--- config.mk ---
export PLATFORM = sky130hd
export DESIGN_NAME = sr_bank_arbiter_flat
export DESIGN_NICKNAME = d
export VERILOG_FILES = /design/src/rtl/sr_bank_arbiter_if.sv /design/src/rtl/sr_bank_arbiter.sv /design/src/flat_wrapper.sv
export SDC_FILE = /design/constraint.sdc
export NUM_CORES = 1
export LEC_CHECK = 0
export BUFFER_PORTS_ARGS = -buffer_cell sky130_fd_sc_hd__clkbuf_2
export CAP_MARGIN = 20
export CORE_ASPECT_RATIO = 1.5
export CORE_MARGIN = 2
export CORE_UTILIZATION = 46
export CTS_BUF_LIST = sky130_fd_sc_hd__clkbuf_8
export CTS_CLUSTER_DIAMETER = 40
export DETAILED_ROUTE_END_ITERATION = 8
export GPL_ROUTABILITY_DRIVEN = 0
export PLACE_DENSITY = 0.88
export SLEW_MARGIN = 10
export SYNTH_ARGS = -nofsm -noshare
export SYNTH_HDL_FRONTEND = slang
export SYNTH_SLANG_ARGS = --single-unit
--- constraint.sdc ---
create_clock -name clk -period 5.14 [get_ports clk]
set_clock_uncertainty 0.05 [all_clocks]
set_input_delay 0.771 -clock clk [delete_from_list [all_inputs] [get_ports clk]]
set_output_delay 0.771 -clock clk [all_outputs]
set_load 0.05 [all_outputs]
--- src/rtl/sr_bank_arbiter_if.sv ---
// Requester-side bus for sr_bank_arbiter. The requesters drive it through the
// master modport, and the arbiter owns the slave modport.
interface sr_bank_arbiter_if #(
  parameter int NREQ  = 4,
  parameter int WIDTH = 8
);
  logic [NREQ-1:0]       req;
  logic [NREQ*WIDTH-1:0] set_mask;
  logic [NREQ*WIDTH-1:0] clr_mask;
  logic [NREQ-1:0]       gnt;
  logic [WIDTH-1:0]      q;
  logic [WIDTH-1:0]      qbar;
  logic                  busy;
  logic                  conflict;
  logic [7:0]            conflict_cnt;

  modport master (
    output req, set_mask, clr_mask,
    input  gnt, q, qbar, busy, conflict, conflict_cnt
  );

  modport slave (
    input  req, set_mask, clr_mask,
    output gnt, q, qbar, busy, conflict, conflict_cnt
  );
endinterface

--- src/rtl/sr_bank_arbiter.sv ---
// Round-robin arbiter that applies one winner's set/clear masks per clock to a shared SR bank.
// Optional saturating conflict counter: define SR_BANK_CONFLICT_CNT_EN.
module sr_bank_arbiter #(
  parameter int NREQ  = 4,
  parameter int WIDTH = 8
) (
  input  logic             clk,
  input  logic             rst_n,
  sr_bank_arbiter_if.slave bus
);
  localparam int PW = (NREQ > 1) ? $clog2(NREQ) : 1;

  typedef enum logic {IDLE, GRANT} state_t;

  state_t           state;
  logic [PW-1:0]    rr_ptr, win_idx, nxt_ptr;
  logic             win_vld;
  logic [NREQ-1:0]  gnt;
  logic [WIDTH-1:0] q, q_nxt, s_win, r_win;
  logic             busy, conflict, conf_nxt;
  int               idx;

  // Scan from the highest offset down, so the lowest offset that matches wins.
  always_comb begin
    win_vld = 1'b0;
    win_idx = '0;
    idx     = 0;
    for (int off = NREQ - 1; off >= 0; off--) begin
      idx = int'(rr_ptr) + off;
      if (idx >= NREQ) idx = idx - NREQ;
      if (bus.req[idx]) begin
        win_vld = 1'b1;
        win_idx = PW'(idx);
      end
    end
  end

  assign s_win    = bus.set_mask[int'(win_idx)*WIDTH +: WIDTH];
  assign r_win    = bus.clr_mask[int'(win_idx)*WIDTH +: WIDTH];
  assign conf_nxt = win_vld & (|(s_win & r_win));
  assign nxt_ptr  = (win_idx == PW'(NREQ - 1)) ? '0 : win_idx + 1'b1;

  // When S and R are both set, the bit holds. Only an exclusive S or an exclusive R moves it.
  for (genvar b = 0; b < WIDTH; b++) begin : g_sr
    assign q_nxt[b] = (s_win[b] & ~r_win[b]) | (q[b] & ~(r_win[b] & ~s_win[b]));
  end

  always_ff @(posedge clk or negedge rst_n) begin
    if (!rst_n) begin
      state    <= IDLE;
      rr_ptr   <= '0;
      gnt      <= '0;
      q        <= '0;
      busy     <= 1'b0;
      conflict <= 1'b0;
    end else if (win_vld) begin
      state    <= GRANT;
      rr_ptr   <= nxt_ptr;
      gnt      <= NREQ'(1) << win_idx;
      q        <= q_nxt;
      busy     <= 1'b1;
      conflict <= conf_nxt;
    end else begin
      state    <= IDLE;
      gnt      <= '0;
      busy     <= 1'b0;
      conflict <= 1'b0;
    end
  end

`ifdef SR_BANK_CONFLICT_CNT_EN
  logic [7:0] cnt;
  // Count off the next-state pulse, so the count moves in the same cycle that conflict shows.
  always_ff @(posedge clk or negedge rst_n) begin
    if (!rst_n)
      cnt <= 8'd0;
    else if (conf_nxt && cnt != 8'hFF)
      cnt <= cnt + 8'd1;
  end
  assign bus.conflict_cnt = cnt;
`else
  assign bus.conflict_cnt = 8'd0;
`endif

  assign bus.gnt      = gnt;
  assign bus.q        = q;
  assign bus.qbar     = ~q;
  assign bus.busy     = busy;
  assign bus.conflict = conflict;
endmodule
--- src/flat_wrapper.sv ---
// flat-port wrapper written by rule: the top's interface ports become plain ports
module sr_bank_arbiter_flat 
#(
  parameter int NREQ  = 4,
  parameter int WIDTH = 8
)
  (clk, rst_n, bus_req, bus_set_mask, bus_clr_mask, bus_gnt, bus_q, bus_qbar, bus_busy, bus_conflict, bus_conflict_cnt);
  sr_bank_arbiter_if #(.NREQ(NREQ), .WIDTH(WIDTH)) bus_i ();
  input  logic clk;
  input  logic rst_n;
  input wire logic [$bits(bus_i.req)-1:0] bus_req;
  input wire logic [$bits(bus_i.set_mask)-1:0] bus_set_mask;
  input wire logic [$bits(bus_i.clr_mask)-1:0] bus_clr_mask;
  output wire logic [$bits(bus_i.gnt)-1:0] bus_gnt;
  output wire logic [$bits(bus_i.q)-1:0] bus_q;
  output wire logic [$bits(bus_i.qbar)-1:0] bus_qbar;
  output wire logic [$bits(bus_i.busy)-1:0] bus_busy;
  output wire logic [$bits(bus_i.conflict)-1:0] bus_conflict;
  output wire logic [$bits(bus_i.conflict_cnt)-1:0] bus_conflict_cnt;
  assign bus_i.req = bus_req;
  assign bus_i.set_mask = bus_set_mask;
  assign bus_i.clr_mask = bus_clr_mask;
  assign bus_gnt = bus_i.gnt;
  assign bus_q = bus_i.q;
  assign bus_qbar = bus_i.qbar;
  assign bus_busy = bus_i.busy;
  assign bus_conflict = bus_i.conflict;
  assign bus_conflict_cnt = bus_i.conflict_cnt;
  sr_bank_arbiter #(.NREQ(NREQ), .WIDTH(WIDTH)) u_core (.clk(clk), .rst_n(rst_n), .bus(bus_i));
endmodule
# Yosys cells after proc, flatten, opt, wreduce, memory -nomap -nowiden

Index checks and enable logic that the tools add are counted.

Shifts and indexed selects: 3
Reductions and logical operators: 1
Equal/unequal tests: 1
Bitwise gates (word level): 59
Add/subtract/negate cells: 8
Order comparisons: 8
Multiplexer cells: 28

Operators with widths:

| operator              | number |
|---|---|
| $lt 32x4->1 const B   | 4 |
| $mux 32               | 4 |
| $ge 32x4->1 const B   | 3 |
| $sub 32x4->32 const B | 3 |
| $shiftx 32x6->8       | 2 |
| $and 1x1->1           | 25 |
| $not 1->1             | 24 |
| $mux 1                | 14 |
| $mux 2                | 5 |
| $and 8x8->8           | 1 |
| $bmux 1 s2            | 4 |
| $not 8->8             | 1 |
| $or 1x1->1            | 8 |
| $reduce_or 8->1       | 1 |
| $add 2x2->3 const B   | 2 |
| $mux 4                | 1 |
| $shl 1x2->4 const A   | 1 |
| $sub 2x3->4 const B   | 1 |
| $add 2x1->3 const B   | 1 |
| $ge 2x3->1 const B    | 1 |
| $add 2x1->2 const B   | 1 |
| $eq 2x2->1 const B    | 1 |

Register bits after elaboration: 16
Input port bits: 70

# Logic depth before layout (Yosys ltp)

Word-level depth: 16
Depth in mapped cells: 10
Mapped depth without buffers: 8

# Worst setup path before layout

No wires, ideal clock.

Kind: input-to-reg
From: input port bus_req[0]
To: register u_core.conflict, in the netlist u_core.bus.conflict
Setup time: 78 ps
Stages on the path: 10
Slack: 2,873 ps
Buffers on the path: 2
Required time: 5,012 ps
Arrival: 2,140 ps
Path through: a21oi_1 -> o21ai_1 -> o2bb2a_1 -> buf_4 -> inv_4 -> buf_6 -> mux2_2 -> o22ai_1 -> nor2_1 -> a21oi_1

Cells in the longest elaborated chain, start to end: 12

Ends and longest elaborated chain:

| item                                      | RTL line                                     | source |
|---|---|---|
| start: declaration                        | flat_wrapper.sv:11                           | `input wire logic [$bits(bus_i.req)-1:0] bus_req;` |
| $bmux 1 s2                                | sr_bank_arbiter.sv:31                        | `if (bus.req[idx]) begin` |
| $mux 1 (not written as such) (2 in a row) | sr_bank_arbiter.sv:31                        |  |
| $mux 2 (4 in a row)                       | sr_bank_arbiter.sv:31                        |  |
| $shiftx 32x6->8 (on tied branches)        | sr_bank_arbiter.sv:38, sr_bank_arbiter.sv:39 |  |
| $and 8x8->8                               | sr_bank_arbiter.sv:40                        | `assign conf_nxt = win_vld & (\|(s_win & r_win));` |
| $reduce_or 8->1                           | sr_bank_arbiter.sv:40                        |  |
| $and 1x1->1                               | sr_bank_arbiter.sv:40                        |  |
| $mux 1 *                                  | sr_bank_arbiter.sv:56                        | `end else if (win_vld) begin` |
| end signal: assignment                    | sr_bank_arbiter.sv:62                        | `conflict <= conf_nxt;` |
| end: declaration                          | sr_bank_arbiter.sv:20                        | `logic busy, conflict, conf_nxt;` |

Mark *: on every way between the ends. The rest lies on a longest branch, timed or not. The select of a mux whose other input is x is not followed.
A chain may end at the register's enable or synchronous reset.

# Worst setup path after layout

From: input port bus_req[1]
To: register u_core.conflict, in the netlist u_core.bus.conflict

The elaborated chain is that of the path after synthesis.

==> run_summary.xml <==
<?xml version="1.0" encoding="UTF-8"?>
<metrics>
  <group name="run_status">
    <metric name="status" unit="">finished, final reports clean</metric>
  </group>
  <group name="floorplanning">
    <metric name="initial_cell_density_of_the_core" unit="">0.487</metric>
    <metric name="dieWidth" unit="um">49.6</metric>
    <metric name="standard_cell_rows" unit="">24</metric>
    <metric name="core" unit="um^2">2940</metric>
    <metric name="dieArea" unit="um^2">3590</metric>
    <metric name="floorplan.io_pins" unit="">100</metric>
    <metric name="die_height" unit="um">72.4</metric>
  </group>
  <group name="synth">
    <metric name="synth.area.top_cells" unit="">dfrtp_1 28%, mux2i_1 20%, mux2_2 12%</metric>
    <metric name="synth.avg_cell_area" unit="um^2">9.55</metric>
    <metric name="ys_dominant_reg_cell" unit="">dfrtp_1</metric>
    <metric name="post_synth_inst_count" unit="">150</metric>
    <metric name="post-synth-top-area-fraction" unit="">0.279</metric>
    <metric name="synth_enable_flop_cells" unit="">0</metric>
    <metric name="post_synthesis_sequential_area_ratio" unit="">0.279</metric>
    <metric name="yosysTopAreaCell" unit="">dfrtp_1</metric>
    <metric name="synthesis.yosys.warnings" unit="">0</metric>
    <metric name="most_frequently_used_cell_type_in_the_post_synthesis_netlist" unit="">mux2i_1</metric>
    <metric name="synth.distinct_cells" unit="">30</metric>
    <metric name="async_reset_ff_frac" unit="">1.00</metric>
    <metric name="synthesis.area" unit="um^2">1430</metric>
    <metric name="yosys-top-cells-count" unit="">29 x mux2i_1, 16 x dfrtp_1, 16 x o21ai_0</metric>
    <metric name="synth-seq-cells" unit="">16</metric>
  </group>
  <group name="setup_path">
    <metric name="max_stage_delay" unit="ps">540</metric>
    <metric name="setup.reg_to_reg.worst_slack" unit="ps">2660</metric>
    <metric name="crit_path_top_delay_cell" unit="">o21ai_4</metric>
    <metric name="critPathArrivalTime" unit="ps">2820</metric>
    <metric name="reg2reg_to" unit="">u_core.bus.conflict</metric>
    <metric name="cp.required" unit="ps">5220</metric>
    <metric name="endpoint_kind" unit="">register</metric>
    <metric name="worstSetupPathType" unit="">input pin to register</metric>
    <metric name="crit_family" unit="">compound AO/OA/AOI/OAI gates</metric>
    <metric name="reg2reg_depth" unit="">8</metric>
    <metric name="critical_path.reg2reg.startpoint" unit="">u_core.rr_ptr[1]</metric>
    <metric name="worstSetupStartpointType" unit="">input pin</metric>
    <metric name="timing.critical_path.fanout_max" unit="">18</metric>
    <metric name="path_buf_inv" unit="">2</metric>
    <metric name="cp_cell_sequence" unit="">clkbuf_2 -&gt; a21boi_2 -&gt; o21ai_4 -&gt; buf_4 -&gt; mux2i_1 -&gt; mux2_2 -&gt; o22ai_2 -&gt; a211oi_2 -&gt; a21oi_1</metric>
  </group>
  <group name="drt">
    <metric name="antenna_left" unit="">0</metric>
    <metric name="vias" unit="">1415</metric>
    <metric name="first_pass_iters" unit="">4</metric>
    <metric name="drt-wirelength-per-cell" unit="um">13.5</metric>
    <metric name="finalWirelength" unit="um">3740</metric>
    <metric name="detail_route.iter0.violations" unit="">24</metric>
    <metric name="detail_route.drc_violations" unit="">0</metric>
    <metric name="vias_per_cell" unit="">5.11</metric>
  </group>
  <group name="clock_network">
    <metric name="postCtsSetupRepairBufs" unit="">0</metric>
    <metric name="post_cts.resized_instances" unit="">0</metric>
    <metric name="cts_max_level" unit="">1</metric>
    <metric name="cts-root-buf" unit="">clkbuf_8</metric>
    <metric name="skew_pair_late_insertion_delay" unit="ps">240</metric>
    <metric name="tritoncts" unit="">yes</metric>
    <metric name="clkTransAtPathRegs" unit="ps">60</metric>
    <metric name="clock_path_buffers" unit="">2</metric>
    <metric name="post_cts_hold_buffers" unit="">0</metric>
    <metric name="tritoncts.num_buffers" unit="">3</metric>
    <metric name="tritoncts_num_sinks" unit="">16</metric>
  </group>
  <group name="sta">
    <metric name="min_period_over_period" unit="">0.532</metric>
    <metric name="final_hold_viol_count" unit="">0</metric>
    <metric name="tightest_slew" unit="ps">667</metric>
    <metric name="max_clock_freq" unit="MHz">366</metric>
    <metric name="finalSetupViolCount" unit="">0</metric>
    <metric name="min_period" unit="ps">2730</metric>
    <metric name="rsz0062_at_grt" unit="">no</metric>
    <metric name="setup-tns-final" unit="ps">0</metric>
    <metric name="maxSlewHeadroom" unit="">0.554</metric>
    <metric name="report.final.slew_viol_count" unit="">0</metric>
  </group>
  <group name="final_layout">
    <metric name="finalInstanceArea" unit="um^2">1900</metric>
    <metric name="antennaDiodeCount" unit="">0</metric>
    <metric name="finalCoreUtilization" unit="">0.646</metric>
    <metric name="area_overhead_vs_synth" unit="%">32.8</metric>
    <metric name="design.final.nets" unit="">314</metric>
    <metric name="final_layout_size_suffix_gt1_frac" unit="">0.513</metric>
  </group>
  <group name="placed_design">
    <metric name="placedInstanceArea" unit="um^2">1860</metric>
    <metric name="io_buffer_count" unit="">91</metric>
    <metric name="place_hpwl" unit="um">3040</metric>
  </group>
  <group name="power_and_ir_drop">
    <metric name="switching_fraction" unit="">0.561</metric>
    <metric name="cellLeakagePower" unit="nW">1.07</metric>
    <metric name="power-per-cell-area" unit="nW/um^2">565</metric>
    <metric name="p_comb_frac" unit="">0.702</metric>
    <metric name="sequentialPowerShare" unit="">0.213</metric>
    <metric name="totalPowerFinal" unit="mW">1.07</metric>
    <metric name="peakVddDrop" unit="uV">350</metric>
    <metric name="p_int" unit="mW">0.472</metric>
    <metric name="p_switching" unit="mW">0.603</metric>
    <metric name="power.share.clock" unit="">0.085</metric>
  </group>
  <group name="worst_hold_path">
    <metric name="min-delay-path-class" unit="">input pin to asynchronous set/reset pin</metric>
  </group>
  <group name="grt">
    <metric name="grt-ovfl-total" unit="">0</metric>
    <metric name="grt_use_total" unit="">0.220</metric>
    <metric name="antenna_violations_before_repair" unit="">0</metric>
    <metric name="grt_max_degree" unit="">19</metric>
    <metric name="first_global_vias" unit="">1455</metric>
    <metric name="grt_pass1_wl" unit="um">6190</metric>
  </group>
  <group name="job">
    <metric name="max_cap_viol_count" unit="">0</metric>
  </group>
</metrics>
## sequential cells by signal, summed over array words and instances (netlist names)
register / count
u_core.bus.busy: 1
u_core.bus.gnt: 4
u_core.bus.conflict: 1
u_core.bus.q: 8
u_core.rr_ptr: 2
## per-stage QoR
stage / std cells / setup slack, ps / hold slack [ps]
finish: 277 / 2410 / 405
global route: 277 / 2270 / 424
CTS: 277 / 2400 / 411
floorplan: 157 / 2870 / 425
detailed placement: 274 / 2130 / 512
global placement: 274 / 2220 / 496
## layout by cell type (no fill, tap or decap), drive strengths merged
cell    instances
clkbuf         94
inv            13
nand2           7
a31oi           2
a21boi          1
dfrtp          16
o22ai           3
o21ai          18
mux2           16
nor3b           1
a211oi          1
conb            8
nor2            4
a21oi          13
and2            4
o2bb2a          1
ha              4
mux2i          29
nor4            1
buf             2
## worst max path at each step
stage	from	end	slack, ps	cells past startpoint
2_1_floorplan	bus_req[0]	u_core.bus.conflict	2870	10
3_3_place_gp	bus_req[1]	u_core.bus.conflict	2220	9
3_5_place_dp	bus_req[1]	u_core.bus.conflict	2130	9
4_1_cts	bus_req[1]	u_core.bus.conflict	2400	9
5_1_grt	bus_req[1]	u_core.bus.conflict	2270	9
6_report	bus_req[1]	u_core.bus.conflict	2410	9
## routing by layer
metal  wire (um)  share of wire  vias to the layer above  GRT usage
li1            -              -                      689          -
met1        1350           0.36                      661      0.237
met2        2140           0.57                       59      0.428
met3         183          0.049                        6     0.0206
met4          63          0.017                        0     0.0895
met5           0              0                        -          0
## final cells by class
class                           instances  area [um^2]
Clock buffer                            3         41.3
Fill cell                             285         1040
Inverter                               13         51.3
Multi-Input combinational cell        113          890
Sequential cell                        16          400
Tap cell                               39         48.8
Timing Repair Buffer                   93          470
## logic make-up (layout without fill, tap and decap cells)
group | after synthesis | in the layout | synth area share
AO/OA/AOI/OAI | 39 | 39 | 0.169
adder cells (fa/ha/maj) | 4 | 4 | 0.0349
buffers and inverters | 28 | 109 | 0.122
flip-flops | 16 | 16 | 0.279
multiplexers | 45 | 45 | 0.331
other | 1 | 8 | 0.00262
AND/OR/NAND/NOR | 17 | 17 | 0.0611
## power groups by stage
stage          clock network, mW  logic [mW]  registers (mW)
6_report                  0.0918       0.754           0.229
5_1_grt                   0.0997       0.814           0.239
4_1_cts                   0.0938       0.761           0.229
3_5_place_dp                   0       0.759           0.230
3_3_place_gp                   0       0.742           0.227
2_1_floorplan                  0       0.465           0.383
(Power assumes the default switching activity.)
